[src/rtl/manage_hp_pkg.sv]
// Shared types for the multi-player HP manager: FSM state encoding and judge codes.
package manage_hp_pkg;

    typedef enum logic [3:0] {
        S_IDLE     = 4'd0,
        S_WAIT     = 4'd1,
        S_QUESTION = 4'd2,
        S_INPUT    = 4'd3,
        S_JUDGE    = 4'd4,
        S_OVER     = 4'd5
    } state_e;

    localparam logic [1:0] JUDG_NONE    = 2'b00;
    localparam logic [1:0] JUDG_WIN     = 2'b01;
    localparam logic [1:0] JUDG_LOSE    = 2'b10;
    localparam logic [1:0] JUDG_TIMEOUT = 2'b11;

endpackage

[src/rtl/hp_counter.sv]
// Per-player HP register: reload to HP_MAX, saturating decrement by one, zero flag.
module hp_counter #(
    parameter int HP_MAX = 9,
    parameter int HP_W   = 4
) (
    input  logic            clk,
    input  logic            rst,
    input  logic            load,
    input  logic            dec,
    output logic [HP_W-1:0] hp,
    output logic            zero
);

    logic [HP_W-1:0] hp_q, hp_d;

    always_comb begin
        hp_d = hp_q;
        if (load)
            hp_d = HP_W'(HP_MAX);
        else if (dec && hp_q != '0)
            hp_d = hp_q - 1'b1;
    end

    always_ff @(posedge clk or posedge rst) begin
        if (rst)
            hp_q <= HP_W'(HP_MAX);
        else
            hp_q <= hp_d;
    end

    assign hp   = hp_q;
    assign zero = (hp_q == '0);

endmodule

[src/rtl/manage_hp_multi.sv]
// Quiz-game HP manager: round FSM, wrong-answer and judge penalties, HP bar decode.
module manage_hp_multi
    import manage_hp_pkg::*;
#(
    parameter int NUM_PLAYERS = 2,
    parameter int HP_MAX      = 9,
    localparam int HP_W       = $clog2(HP_MAX + 1),
    localparam int ID_W       = (NUM_PLAYERS > 2) ? $clog2(NUM_PLAYERS) : 1
) (
    input  logic                          CLK,
    input  logic                          RST,
    input  logic                          READY_IN,
    input  logic                          OK,
    input  logic                          QUE,
    input  logic                          QUE_IN,
    input  logic [1:0]                    JUDG,
    input  logic [ID_W-1:0]               WIN_ID,
    input  logic [NUM_PLAYERS-1:0]        WRONG_IN,
    output logic [3:0]                    STATE,
    output logic [NUM_PLAYERS*HP_W-1:0]   HP,
    output logic [NUM_PLAYERS*HP_MAX-1:0] LEDR,
    output logic [NUM_PLAYERS-1:0]        ALIVE,
    output logic                          GAME_OVER
);

    state_e          state_q, state_d;
    logic [1:0]      judg_q, judg_d;
    logic [ID_W-1:0] win_q, win_d;

    logic [NUM_PLAYERS-1:0][HP_W-1:0] hp_arr;
    logic [NUM_PLAYERS-1:0] zero, alive, last_hp;
    logic [NUM_PLAYERS-1:0] wrong_dec, judge_dec, win_sel, dec;
    logic                   load, win_ok;
    logic                   wrong_ends, judge_ends;

    assign alive = ~zero;

    // Penalty vectors and "alive count <= 1 after this decrement" for both sources
    always_comb begin
        int wrong_left;
        int judge_left;
        wrong_dec = WRONG_IN & alive;
        win_sel   = '0;
        for (int p = 0; p < NUM_PLAYERS; p++)
            win_sel[p] = (32'(win_q) == p);
        win_ok = |(win_sel & alive);
        case (judg_q)
            JUDG_WIN, JUDG_LOSE: judge_dec = win_ok ? (alive & ~win_sel) : '0;
            JUDG_TIMEOUT:        judge_dec = alive;
            default:             judge_dec = '0;
        endcase
        wrong_left = 0;
        judge_left = 0;
        for (int p = 0; p < NUM_PLAYERS; p++) begin
            if (alive[p] && !(wrong_dec[p] && last_hp[p])) wrong_left++;
            if (alive[p] && !(judge_dec[p] && last_hp[p])) judge_left++;
        end
        wrong_ends = (wrong_dec != '0) && (wrong_left <= 1);
        judge_ends = (judge_left <= 1);
    end

    always_comb begin
        state_d = state_q;
        judg_d  = judg_q;
        win_d   = win_q;
        load    = 1'b0;
        dec     = '0;
        case (state_q)
            S_IDLE: if (READY_IN) begin
                load    = 1'b1;
                state_d = S_WAIT;
            end
            S_WAIT:     if (OK && QUE) state_d = S_QUESTION;
            S_QUESTION: if (QUE_IN)    state_d = S_INPUT;
            S_INPUT: begin
                dec = wrong_dec;
                if (JUDG != JUDG_NONE) begin
                    judg_d = JUDG;
                    win_d  = WIN_ID;
                end
                // A knockout from a wrong answer ends the game before judging
                if (wrong_ends)
                    state_d = S_OVER;
                else if (JUDG != JUDG_NONE)
                    state_d = S_JUDGE;
            end
            S_JUDGE: begin
                dec     = judge_dec;
                state_d = judge_ends ? S_OVER : S_WAIT;
            end
            S_OVER: if (READY_IN) begin
                load    = 1'b1;
                state_d = S_WAIT;
            end
            default: state_d = S_IDLE;
        endcase
    end

    always_ff @(posedge CLK or posedge RST) begin
        if (RST) begin
            state_q <= S_IDLE;
            judg_q  <= JUDG_NONE;
            win_q   <= '0;
        end else begin
            state_q <= state_d;
            judg_q  <= judg_d;
            win_q   <= win_d;
        end
    end

    for (genvar gp = 0; gp < NUM_PLAYERS; gp++) begin : g_player
        hp_counter #(.HP_MAX(HP_MAX), .HP_W(HP_W)) u_hp (
            .clk  (CLK),
            .rst  (RST),
            .load (load),
            .dec  (dec[gp]),
            .hp   (hp_arr[gp]),
            .zero (zero[gp])
        );
        assign last_hp[gp] = (hp_arr[gp] == HP_W'(1));
        for (genvar gi = 0; gi < HP_MAX; gi++) begin : g_bar
            assign LEDR[gp*HP_MAX+gi] = (hp_arr[gp] > HP_W'(gi));
        end
    end

    assign HP        = hp_arr;
    assign STATE     = state_q;
    assign ALIVE     = alive;
    assign GAME_OVER = (state_q == S_OVER);

endmodule

[config.mk]
export PLATFORM = sky130hd
export DESIGN_NAME = manage_hp_multi
export DESIGN_NICKNAME = d
export VERILOG_FILES = /design/src/rtl/manage_hp_pkg.sv /design/src/rtl/hp_counter.sv /design/src/rtl/manage_hp_multi.sv
export SDC_FILE = /design/constraint.sdc
export NUM_CORES = 1
export LEC_CHECK = 0
export ABC_AREA = 1
export CAP_MARGIN = 40
export CORE_UTILIZATION = 44
export DETAILED_ROUTE_END_ITERATION = 10
export GPL_ROUTABILITY_DRIVEN = 0
export PLACE_DENSITY = 0.79
export SLEW_MARGIN = 0
export SYNTH_ARGS = -nofsm -noshare
export SYNTH_HDL_FRONTEND = slang
export SYNTH_SLANG_ARGS = --single-unit
[constraint.sdc]
create_clock -name CLK -period 1.89 [get_ports CLK]
set_input_delay 0.378 -clock CLK [delete_from_list [all_inputs] [get_ports CLK]]
set_output_delay 0.378 -clock CLK [all_outputs]
set_load 0.005 [all_outputs]
Word level (Yosys, flattened, before mapping). Cells that the tools add are included.

Logic and storage cells: 99. Input port bits: 11. Register bits after elaboration: 15. Output and inout bits: 33.

Reductions and logical operators: 30. $add $sub $neg: 4. Magnitude comparators: 20. Muxes and demuxes: 20. Equal/unequal tests: 14. Bitwise gates (word level): 6.

Operator list (number): 32-bit by 2-bit adder with 32-bit output, second input constant (2); 32-bit by 2-bit <= comparator with 1-bit output, second input constant (2); 32-bit two-way mux (2); 4-bit two-way mux (9); 4-bit by 3-bit greater-than comparator with 1-bit output, second input constant (8); 4-bit case mux with 5 select lines (1); 4-bit by 1-bit greater-than comparator with 1-bit output, second input constant (4); 4-bit by 2-bit greater-than comparator with 1-bit output, second input constant (4); 4-bit by 1-bit == test with 1-bit output, second input constant (3); 1-bit logical AND (12); 4-bit logical NOT (3); 4-bit by 2-bit == test with 1-bit output, second input constant (2); 4-bit by 3-bit == test with 1-bit output, second input constant (2); 4-bit greater-than comparator, second input constant (2); 2-bit case mux with 2 select lines (2); 2-bit nonzero test (4); 4-bit nonzero test (2); 4-bit by 1-bit subtractor with 4-bit output, second input constant (2); 2-bit AND (3); 2-bit OR reduction (3); 2-bit == test, second input constant (2); 1-bit logical NOT (4); 1-bit two-way mux (4); 2-bit != test, second input constant (2); 9 further kinds (10).

Logic depth before layout (Yosys ltp).
Depth after elaboration: 15. Mapped depth: 12.

Modules after synthesis. Synthesis repeated with hierarchy kept, for this count alone.

Cell total of the unflattened synthesis: 197. Area, all modules: 1265.0 um2.

By module, submodules not included: manage_hp_multi (times used 1, area each 706.9 um2, cells an instance 129); hp_counter (times used 2, area each 279.0 um2, cells an instance 34).

Least setup slack after synthesis. No wires, ideal clock.

Kind: register to output. Start point: register g_player[0].u_hp.hp_q[0]. End point: output port LEDR[5]. Data arrival time: 1.377 ns. Buffers on the path: 0. Stages on the path, launching flop included: 5. Setup slack: 0.135 ns. Data required time: 1.512 ns. Cells stage by stage: dfstp_2 > inv_1 > ha_1 > or2_2 > o21ai_0.

Cells in the longest elaborated chain, start to end: 1.

Ends and longest elaborated chain: start: declaration (line hp_counter.sv:14) `logic [HP_W-1:0] hp_q, hp_d;`; start signal: assignment (line hp_counter.sv:26) `hp_q <= HP_W'(HP_MAX);`; start signal: assignment (line hp_counter.sv:28) `hp_q <= hp_d;`; 4-bit by 3-bit greater-than comparator with 1-bit output (line manage_hp_multi.sv:122) `assign LEDR[gp*HP_MAX+gi] = (hp_arr[gp] > HP_W'(gi));`; end: declaration (line manage_hp_multi.sv:21) `output logic [NUM_PLAYERS*HP_MAX-1:0] LEDR,`.

No other way between the ends.

Worst setup path in the final report. Same ends and word-level chain as after synthesis.

==> results.py <==
metrics = {
    "run_status": {
        "outcome": "complete, no violations",
    },
    "global_routing": {
        "first_global_vias": 1177,
        "grt_max_degree": 15,
        "grt_use_total_pct": 21.94,
        "antenna_found_initial": 0,
        "grt_pass1_wl_mm": 4.823,
        "grt-ovfl-total": 0,
    },
    "synth": {
        "muxShareOfSynthArea_pct": 0.9326,
        "synthCells": 167,
        "synth-seq-area-share_pct": 29.43,
        "synth_area_per_cell_um2": 7.230,
        "synth_simple_gate_area_share_pct": 33.99,
        "synth_area_leaders": "dfrtp_1, nand2_1, dfstp_2",
        "synth_flop_cell": "dfrtp_1",
        "synth.largest_area_cell": "dfrtp_1",
        "synth_top_family_by_area": "simple AND/OR/NAND/NOR gates",
        "synth.top_cell.area_share_pct": 20.73,
        "synth_warnings": 0,
        "syn_nets": 186,
        "synth.distinct_cells": 32,
        "synth-edff-count": 0,
        "synth_async_sr_flop_share_pct": 100.0,
        "synth-compound-area-share_pct": 14.09,
        "synthXorXnorAreaFrac_pct": 1.451,
        "synth_area_um2": 1207,
        "synthAdderAreaFrac_pct": 8.290,
        "synth_seq_cells": 14,
    },
    "sta": {
        "rsz0062_at_grt": "true",
        "fin_crit_sh_pct": 99.85,
        "period_needed_ns": 1.887,
        "slew_violations": 0,
        "max_freq_ghz": 0.5299,
        "relSlewSlack_pct": 63.24,
        "setup_viol": 0,
        "fin_skew_ns": 0.002114,
        "fin_hold_ws_ns": 0.4284,
        "hold_violations": 0,
        "worst_pin_slew_ns": 0.5509,
        "finalSetupTns_ns": 0,
    },
    "floorplan": {
        "die_area_um2": 2958,
        "core_um2": 2545,
        "initial_utilization_pct": 47.44,
        "die_height_um": 54.39,
        "die_w_um": 54.39,
        "num_rows": 18,
        "io_pins": 44,
    },
    "finish": {
        "nFillCells": 226,
        "multiInputGateArea_um2": 760.7,
        "nNetsFinal": 246,
        "finalNonFillerCells": 256,
        "seqCellArea_um2": 355.3,
        "antenna-diode-count": 0,
        "drive_above_1_share_pct": 30.97,
        "area_growth_syn_to_layout_pct": 50.47,
    },
    "power_and_ir_drop": {
        "power.switching_mw": 1.485,
        "leakage_nw": 0.9610,
        "swShare_pct": 45.26,
        "pwr-share-seq_pct": 17.3,
        "p_int_mw": 1.797,
        "clockPowerShare_pct": 7.0,
        "powerDensity_nw_per_um2": 1807,
        "combPwrFrac_pct": 75.7,
        "ir_drop_mv": 1.233,
    },
    "clock_tree": {
        "cts_tree": "built",
        "cts.sinks": 14,
        "clk_pin_slew_ns": 0.10,
        "clock_latency_ns": 0.29,
        "cts_buffer_depth": 2,
        "cts_inserted_buffers": 3,
        "cts-root-buf": "clkbuf_4",
        "h-tree-depth": 1,
    },
    "worst_setup_path": {
        "r2r_end": "STATE[0]",
        "startpoint_type": "flop",
        "r2r_setup_slack_ns": 0.15,
        "critical_path_required_ns": 1.51,
        "r2r-start": "g_player[0].u_hp.hp[0]",
        "crit_fanout": 2,
        "reg2regPathDepth": 11,
        "worst-setup-path-type": "flop to output port",
        "cp.arrival_ns": 1.51,
        "endpoint_kind": "output port",
    },
    "detailed_routing": {
        "first_pass_iters": 4,
        "detail_route.drc_violations": 0,
        "drt-initial-drc-count": 31,
        "wl_mm": 2.995,
        "wl_per_cell_um": 11.70,
        "vias": 1298,
        "viasPerCell": 5.070,
        "postRouteAntennaNets": 0,
    },
    "place": {
        "dp_cells": 249,
        "numPortBuffers": 42,
        "dp.final_hpwl_mm": 2.431,
    },
    "hold_path": {
        "hp-class": "primary input to async pin",
    },
    "run": {
        "cap_violations": 0,
    },
}
[worst max-delay path: stages (launching register included)]
cell	delay [ns]
dfstp_2	0.54
inv_1	0.05
ha_2	0.17
or2_4	0.23
o21ai_1	0.12
buf_2	0.12
[flip-flops by register name (all words and copies together), names as in the netlist]
signal            cells
STATE                 3
g_player.u_hp.hp      8
win_q                 1
judg_q                2
[cells in the mapped netlist (all sizes together), types with 3 or more instances]
master  number
nand2       43
inv         29
o21ai       22
nand3       15
nor2        11
dfrtp       10
ha           8
dfstp        4
nand4        4
a21oi        3
buf          3
nor3         3
[worst max-delay path by stage]
stage                                       from      end  slack [ns]  cells after the start
final                     g_player[0].u_hp.hp[0]  LEDR[5]       0.003                      5
after global routing      g_player[0].u_hp.hp[0]  LEDR[5]       -0.03                      5
after global placement    g_player[0].u_hp.hp[0]  LEDR[5]       -0.18                      5
after CTS                 g_player[0].u_hp.hp[0]  LEDR[5]       0.005                      5
after detailed placement  g_player[0].u_hp.hp[0]  LEDR[5]       -0.20                      5
after floorplan           g_player[0].u_hp.hp[0]  LEDR[5]        0.14                      4
[power by group through the flow]
stage	clock [mW]	sequential [mW]	combinational (mW)
final	0.228	0.569	2.48
after global routing	0.234	0.589	2.76
after CTS	0.228	0.570	2.43
after detailed placement	0	0.586	2.48
after global placement	0	0.574	2.41
after floorplan	0	0.617	1.26
[cell usage in the layout, fill, tap and decap left out, types with 6 or more instances in the layout]
cell type	count
inv_1	22
nand3_1	11
buf_2	6
nand2_2	6
buf_4	16
o21ai_1	11
dfrtp_1	10
inv_2	7
clkdlybuf4s50_1	22
nor2_1	6
nand2_1	35
o21ai_0	10
dlygate4sd2_1	6
[stage by stage]
stage | utilization [%] | power (mW) | setup slack, ns | instance area, um^2
2_1_floorplan | - | 1.882 | 0.1352 | 1207
5_1_grt | 71.39 | 3.584 | -0.02954 | 1817
6_report | 71.39 | 3.282 | 0.002848 | 1817
3_5_place_dp | 68.68 | 3.070 | -0.2022 | 1748
4_1_cts | 69.91 | 3.224 | 0.005026 | 1779
3_3_place_gp | 68.68 | 2.986 | -0.1802 | 1748
[final cells by class]
class                   count  share of cell area (%)
repair buffers             60                   28.51
well taps                  30                   2.066
flip-flops and latches     14                   19.56
clock buffers               4                   1.997
multi-input cells         119                   41.87
inverters                  29                   5.992
[logic make-up (layout without fill, tap and decap cells)]
family                   Yosys count  count (layout)
buffers and inverters             34              93
flip-flops                        14              14
other                              1               1
XOR/XNOR                           2               2
AND/OR/NAND/NOR                   77              77
adder cells (fa/ha/maj)            8               8
AO/OA/AOI/OAI                     30              30
multiplexers                       1               1
[routing by layer]
| layer | part of all wire, % | vias up | track usage, % |
|---|---|---|---|
| li1 | - | 653 | - |
| met1 | 42 | 600 | 27.67 |
| met2 | 53 | 38 | 41.26 |
| met3 | 3.8 | 7 | 1.667 |
| met4 | 0.90 | 0 | 2.564 |
| met5 | 0 | - | 0 |
[repair_timing]
| action | 4_1_cts | 5_1_grt |
|---|---|---|
| hold buffers | 0 | 0 |
| gates resized for setup | 49 | 16 |
| setup endpoints to repair | 17 | 14 |
| buffers inserted | 2 | 1 |
| pin swaps | 1 | 7 |
Power figures use the tool's default switching activity.
